`src/rtl/pwm_capture.sv`:
```
// pwm_capture: measures period and high time of an asynchronous PWM input between
// consecutive rising edges, with a byte-wide register bus, status flags and IRQ.
module pwm_capture #(
  parameter int CNT_W       = 16,
  parameter int SYNC_STAGES = 2
) (
  input  logic       PCLK,
  input  logic       PRESETn,
  input  logic       PSEL,
  input  logic       PWrite,
  input  logic [7:0] PADDR,
  input  logic [7:0] PWDATA,
  output logic [7:0] PRDATA,
  input  logic       PWM_IN,
  output logic       IRQ
);

  localparam logic [1:0] IDLE      = 2'd0;
  localparam logic [1:0] WAIT_RISE = 2'd1;
  localparam logic [1:0] MEASURE   = 2'd2;

  localparam logic [7:0] ADDR_CTRL   = 8'h00;
  localparam logic [7:0] ADDR_STATUS = 8'h01;
  localparam logic [7:0] ADDR_PER_L  = 8'h02;
  localparam logic [7:0] ADDR_PER_H  = 8'h03;
  localparam logic [7:0] ADDR_HIGH_L = 8'h04;
  localparam logic [7:0] ADDR_HIGH_H = 8'h05;

  localparam logic [CNT_W-1:0] CNT_ONE = {{(CNT_W-1){1'b0}}, 1'b1};

  function automatic logic at_limit(input logic [CNT_W-1:0] v);
    return &v;
  endfunction

  function automatic logic [CNT_W-1:0] inc(input logic [CNT_W-1:0] v);
    return v + CNT_ONE;
  endfunction

  logic [SYNC_STAGES-1:0] sync_p0;
  logic                   s;
  logic                   s_p1;
  logic                   rise;

  logic                   wr;
  logic                   rd;
  logic                   ctrl_wr;
  logic                   status_wr;
  logic                   en_clear;
  logic                   en;
  logic                   irq_en;

  logic [1:0]             state;
  logic [CNT_W-1:0]       cnt;
  logic [CNT_W-1:0]       hcnt;
  logic [CNT_W-1:0]       period;
  logic [CNT_W-1:0]       high;
  logic                   cap;
  logic                   tmo;

  logic [2:0]             status;
  logic [2:0]             status_set;
  logic [2:0]             status_clr;

  logic [15:0]            period_ext;
  logic [15:0]            high_ext;
  logic [7:0]             period_shadow;
  logic [7:0]             high_shadow;
  logic                   unused_wdata;

  // ---- input synchroniser and rising-edge detect ----
  always_ff @(posedge PCLK or posedge PRESETn) begin
    if (PRESETn) begin
      sync_p0 <= '0;
      s_p1    <= 1'b0;
    end else begin
      sync_p0 <= {sync_p0[SYNC_STAGES-2:0], PWM_IN};
      s_p1    <= s;
    end
  end

  assign s    = sync_p0[SYNC_STAGES-1];
  assign rise = s & ~s_p1;

  // ---- bus decode and control register ----
  assign wr           = PSEL & PWrite;
  assign rd           = PSEL & ~PWrite;
  assign ctrl_wr      = wr && (PADDR == ADDR_CTRL);
  assign status_wr    = wr && (PADDR == ADDR_STATUS);
  assign en_clear     = ctrl_wr & ~PWDATA[0];
  assign unused_wdata = ^PWDATA[7:3];

  always_ff @(posedge PCLK or posedge PRESETn) begin
    if (PRESETn) begin
      en     <= 1'b0;
      irq_en <= 1'b0;
    end else if (ctrl_wr) begin
      en     <= PWDATA[0];
      irq_en <= PWDATA[1];
    end
  end

  // ---- measurement events; a disabling write overrides everything ----
  always_comb begin
    cap = 1'b0;
    tmo = 1'b0;
    if (!en_clear) begin
      case (state)
        WAIT_RISE: tmo = ~rise & at_limit(cnt);
        MEASURE: begin
          cap = rise;
          tmo = ~rise & at_limit(cnt);
        end
        default: ;
      endcase
    end
  end

  always_ff @(posedge PCLK or posedge PRESETn) begin
    if (PRESETn) begin
      state <= IDLE;
      cnt   <= '0;
      hcnt  <= '0;
    end else if (en_clear) begin
      state <= IDLE;
      cnt   <= '0;
      hcnt  <= '0;
    end else begin
      case (state)
        IDLE: begin
          cnt  <= '0;
          hcnt <= '0;
          if (en) state <= WAIT_RISE;
        end
        WAIT_RISE: begin
          if (rise) begin
            state <= MEASURE;
            cnt   <= CNT_ONE;
            hcnt  <= CNT_ONE;
          end else if (tmo) begin
            cnt <= '0;
          end else begin
            cnt <= inc(cnt);
          end
        end
        MEASURE: begin
          if (rise) begin
            cnt  <= CNT_ONE;
            hcnt <= CNT_ONE;
          end else if (tmo) begin
            state <= WAIT_RISE;
            cnt   <= '0;
            hcnt  <= '0;
          end else begin
            cnt <= inc(cnt);
            if (s) hcnt <= inc(hcnt);
          end
        end
        default: begin
          state <= IDLE;
          cnt   <= '0;
          hcnt  <= '0;
        end
      endcase
    end
  end

  // ---- capture registers ----
  always_ff @(posedge PCLK or posedge PRESETn) begin
    if (PRESETn) begin
      period <= '0;
      high   <= '0;
    end else if (cap) begin
      period <= cnt;
      high   <= hcnt;
    end
  end

  // Hardware set wins over a simultaneous write-one-to-clear.
  assign status_set = {tmo, cap & status[0], cap};
  assign status_clr = status_wr ? PWDATA[2:0] : 3'b000;

  always_ff @(posedge PCLK or posedge PRESETn) begin
    if (PRESETn) begin
      status <= 3'b000;
      IRQ    <= 1'b0;
    end else begin
      status <= (status & ~status_clr) | status_set;
      IRQ    <= irq_en & (status[0] | status[2]);
    end
  end

  // ---- registered read port with low/high snapshot ----
  assign period_ext = 16'(period);
  assign high_ext   = 16'(high);

  always_ff @(posedge PCLK or posedge PRESETn) begin
    if (PRESETn) begin
      PRDATA        <= 8'h00;
      period_shadow <= 8'h00;
      high_shadow   <= 8'h00;
    end else if (rd) begin
      case (PADDR)
        ADDR_CTRL:   PRDATA <= {6'b0, irq_en, en};
        ADDR_STATUS: PRDATA <= {5'b0, status};
        ADDR_PER_L: begin
          PRDATA        <= period_ext[7:0];
          period_shadow <= period_ext[15:8];
        end
        ADDR_PER_H:  PRDATA <= period_shadow;
        ADDR_HIGH_L: begin
          PRDATA      <= high_ext[7:0];
          high_shadow <= high_ext[15:8];
        end
        ADDR_HIGH_H: PRDATA <= high_shadow;
        default:     PRDATA <= 8'h00;
      endcase
    end
  end

endmodule

```
`config.mk`:
```
export PLATFORM = sky130hd
export DESIGN_NAME = pwm_capture
export DESIGN_NICKNAME = d
export VERILOG_FILES = /design/src/rtl/pwm_capture.sv
export SDC_FILE = /design/constraint.sdc
export NUM_CORES = 1
export LEC_CHECK = 0
export ABC_AREA = 0
export BUFFER_PORTS_ARGS = -buffer_cell sky130_fd_sc_hd__buf_4
export CORE_ASPECT_RATIO = 0.9
export CORE_MARGIN = 10
export CORE_UTILIZATION = 35
export CTS_CLUSTER_SIZE = 8
export DETAILED_ROUTE_END_ITERATION = 16
export HOLD_SLACK_MARGIN = 0.12
export PLACE_DENSITY_LB_ADDON = 0.08
export SETUP_SLACK_MARGIN = 0.15
export SKIP_LAST_GASP = 1
export SLEW_MARGIN = 20
export SYNTH_ARGS = -nofsm -noshare
export SYNTH_HDL_FRONTEND = slang
export SYNTH_SLANG_ARGS = --single-unit
```
`constraint.sdc`:
```
create_clock -name PCLK -period 4.7 [get_ports PCLK]
set_clock_uncertainty 0.2 [all_clocks]
set_input_delay 0.94 -clock PCLK [delete_from_list [all_inputs] [get_ports PCLK]]
set_output_delay 0.94 -clock PCLK [all_outputs]
set_load 0.01 [all_outputs]
```
==> metrics.txt <==
status finished, final reports clean; Hold Crit Class reg2reg; overall fraction of global-route tracks in use 0.117; Area Overhead vs Synth 12.1%; CP Capture Type register; fraction of registers with async set/reset 1.00; Placer Congestion 0.778; Worst-Margin Slew 827 ps; hold violation count in the final report 0; RSZ-0062 raised after global routing false; port buffer count 24; Main synth FF type dfrtp_1; Req. time, crit path 4750 ps; Leakage Power roughly 2.4 nW; cts-stage hold buffer count 0; Util after Layout 0.404; number of synthesized flops with an enable pin 0; post-synthesis sequential area ratio 0.538; vias in the first global route 3003; Total Wirelength 9980 um; Pre-antenna DRT Iters 4; Max Cap Viol 0; Avg WL per Cell 17.3 um; TNS Setup 0 ps; slowest stage delay, CP 580 ps; critical-path cell list ha_1 -> and3_1 -> nand3_1 -> o311a_2 -> or4b_4 -> or3_1 -> a21oi_1; clock slew at reported path FFs 60 ps; Rel. slew slack 0.449; M1 WL ~5300 um; Synth Net Count between 400 and 500; post-cts repair resize count 0; met3 wire len a little under 500 um; ANT cells 0; Clock Root Buffer clkbuf_16; Initial Utilization 0.360; count leader, synth dfrtp_1; Synth top cells by count dfrtp_1, mux2_2, nor2_1; total setup buffers inserted after CTS 0; clock tree sinks 99; wire length on met2 roughly 4100 um; post-route ant nets 0; Yosys reg bits 99; CP max-delay cell or4b_4; Final Cell Area 5160 sq um; DRC viols 0; first-pass GRT wire length 16700 um; crit path DAT 3250 ps; detailed-placement wirelength estimate 7160 um; TritonCTS Buffers 9; Vias 2925; Power Dens Cells 380 nW/um^2; Hold Slack 150 ps; Achievable Freq 313 MHz; cell taking the most area after synthesis dfrtp_1; Peak VDD IR 202 uV; Post-Synthesis Cells 389; Die Height 129 um; CP startpoint kind register; ranking of synthesized cells by area dfrtp_1, mux2_2, mux2i_1; synthesized area per cell 11.8 sq um; WP buf/inv 0; post-synth top area share 0.538; Site Rows 39; nets 436; final setup violation count 0; post-synth cell types 53; largest net degree at the start of global routing 65; Period minus WS final approximately 3200 ps; Std-Cell Core Area 12800 sq um; Worst-Skew Late Latency 340 ps; Post-Syn Area 4600 sq um; die width roughly 140 um; Setup CP Type reg2reg; vias per cell 5.07; Starting DRT DRC Count 146; final period utilization 0.680; CP Max Fanout 8; overall power 1.96 mW; CTS tree done; number of fill cells 1269; Clock Path Buffers 2; Max H-tree Level 3; DR top layer met4; layout cells sized above 1 0.262; dpl cell area 4900 sq um; CP top delay family simple AND/OR/NAND/NOR gates; Slew Viols, Final 0; gr ovfl total 0; Die ar. around 18000 sq um; YS warnings 0; Top-Level Pins 30; initial antenna violation count 0
==> metal layers <==
metal,track usage,up-vias
met3,0.0416,4
met1,0.169,1452
met2,0.161,44
met4,0.0309,0
li1,-,1425
met5,0,-
==> flip-flops by register name, indices dropped and copies added, names as in the netlist <==
name,cells
status,3
s_p1,1
cnt,16
high_shadow,8
period,16
IRQ,1
high,16
irq_en,1
period_shadow,8
hcnt,16
state,2
PRDATA,8
en,1
sync_p0,2
==> worst register-to-register path: cells and delay by family (launching register included) <==
| family | cells | cell delay [ps] |
|---|---|---|
| AND/OR/NAND/NOR | 4 | 1510 |
| AO/OA/AOI/OAI | 2 | 700 |
| flip-flops | 1 | 470 |
| adder cells (fa/ha/maj) | 1 | 230 |
==> worst paths after layout <==
| path | startpoint | to | slack (ps) | depth (start not counted) |
|---|---|---|---|---|
| worst max register to register | cnt[0] | hcnt[12] | 1500 | 7 |
| worst min-delay path | sync_p0[0] | sync_p0[1] | 150 | 0 |
| worst min register to register | sync_p0[0] | sync_p0[1] | 150 | 0 |
| max in group asynchronous | PRESETn | cnt[3] | 2920 | 3 |
| worst max-delay path | cnt[0] | hcnt[12] | 1500 | 7 |
| min in group asynchronous | PRESETn | cnt[14] | 540 | 2 |
==> cell type report <==
class	instances	area [sq um]	area share
Timing Repair Buffer	26	195	0.0378
Tap cell	164	205	0.0398
Inverter	8	32.5	0.00631
Clock inverter	2	12.5	0.00243
Multi-Input combinational cell	265	1990	0.385
Clock buffer	13	250	0.0485
Sequential cell	99	2480	0.480
==> cells in the final DEF (no fill, tap or decap), types with 2 or more instances in the layout <==
cell,n
or3_2,4
and3_1,3
xnor2_1,12
nor2_1,40
nand4_1,7
and4_1,2
buf_4,26
ha_1,6
o31ai_1,2
nand2b_1,4
mux2i_1,15
nor3_1,6
clkbuf_16,9
xor2_1,8
o21ai_0,11
inv_1,7
dfrtp_1,99
nor3_2,2
mux2_2,52
clkbuf_1,3
nand3_1,11
or3_1,5
a21oi_1,12
o22ai_1,7
nand2_1,21
a22o_1,9
==> report_power, final <==
part | leakage, nW | internal (mW) | switching (mW)
registers | 1.36 | 0.901 | 0.0435
logic | 0.875 | 0.127 | 0.216
clock network | 0.126 | 0.370 | 0.304
total | 2.36 | 1.40 | 0.563
==> stage by stage <==
stage	setup WS, ps	cells
global placement	1210	562
finish	1500	577
CTS	1500	577
floorplan	970	389
detailed placement	1210	562
global route	1310	577
==> cells by family after synthesis <==
logic type | share of synthesized area
compound gates | 0.0715
flops | 0.538
xor+xnor | 0.0381
mux | 0.160
buf+inv | 0.0302
fa+ha+maj | 0.0163
simple gates | 0.146
Note: power is estimated with default switching activity, not from simulation.
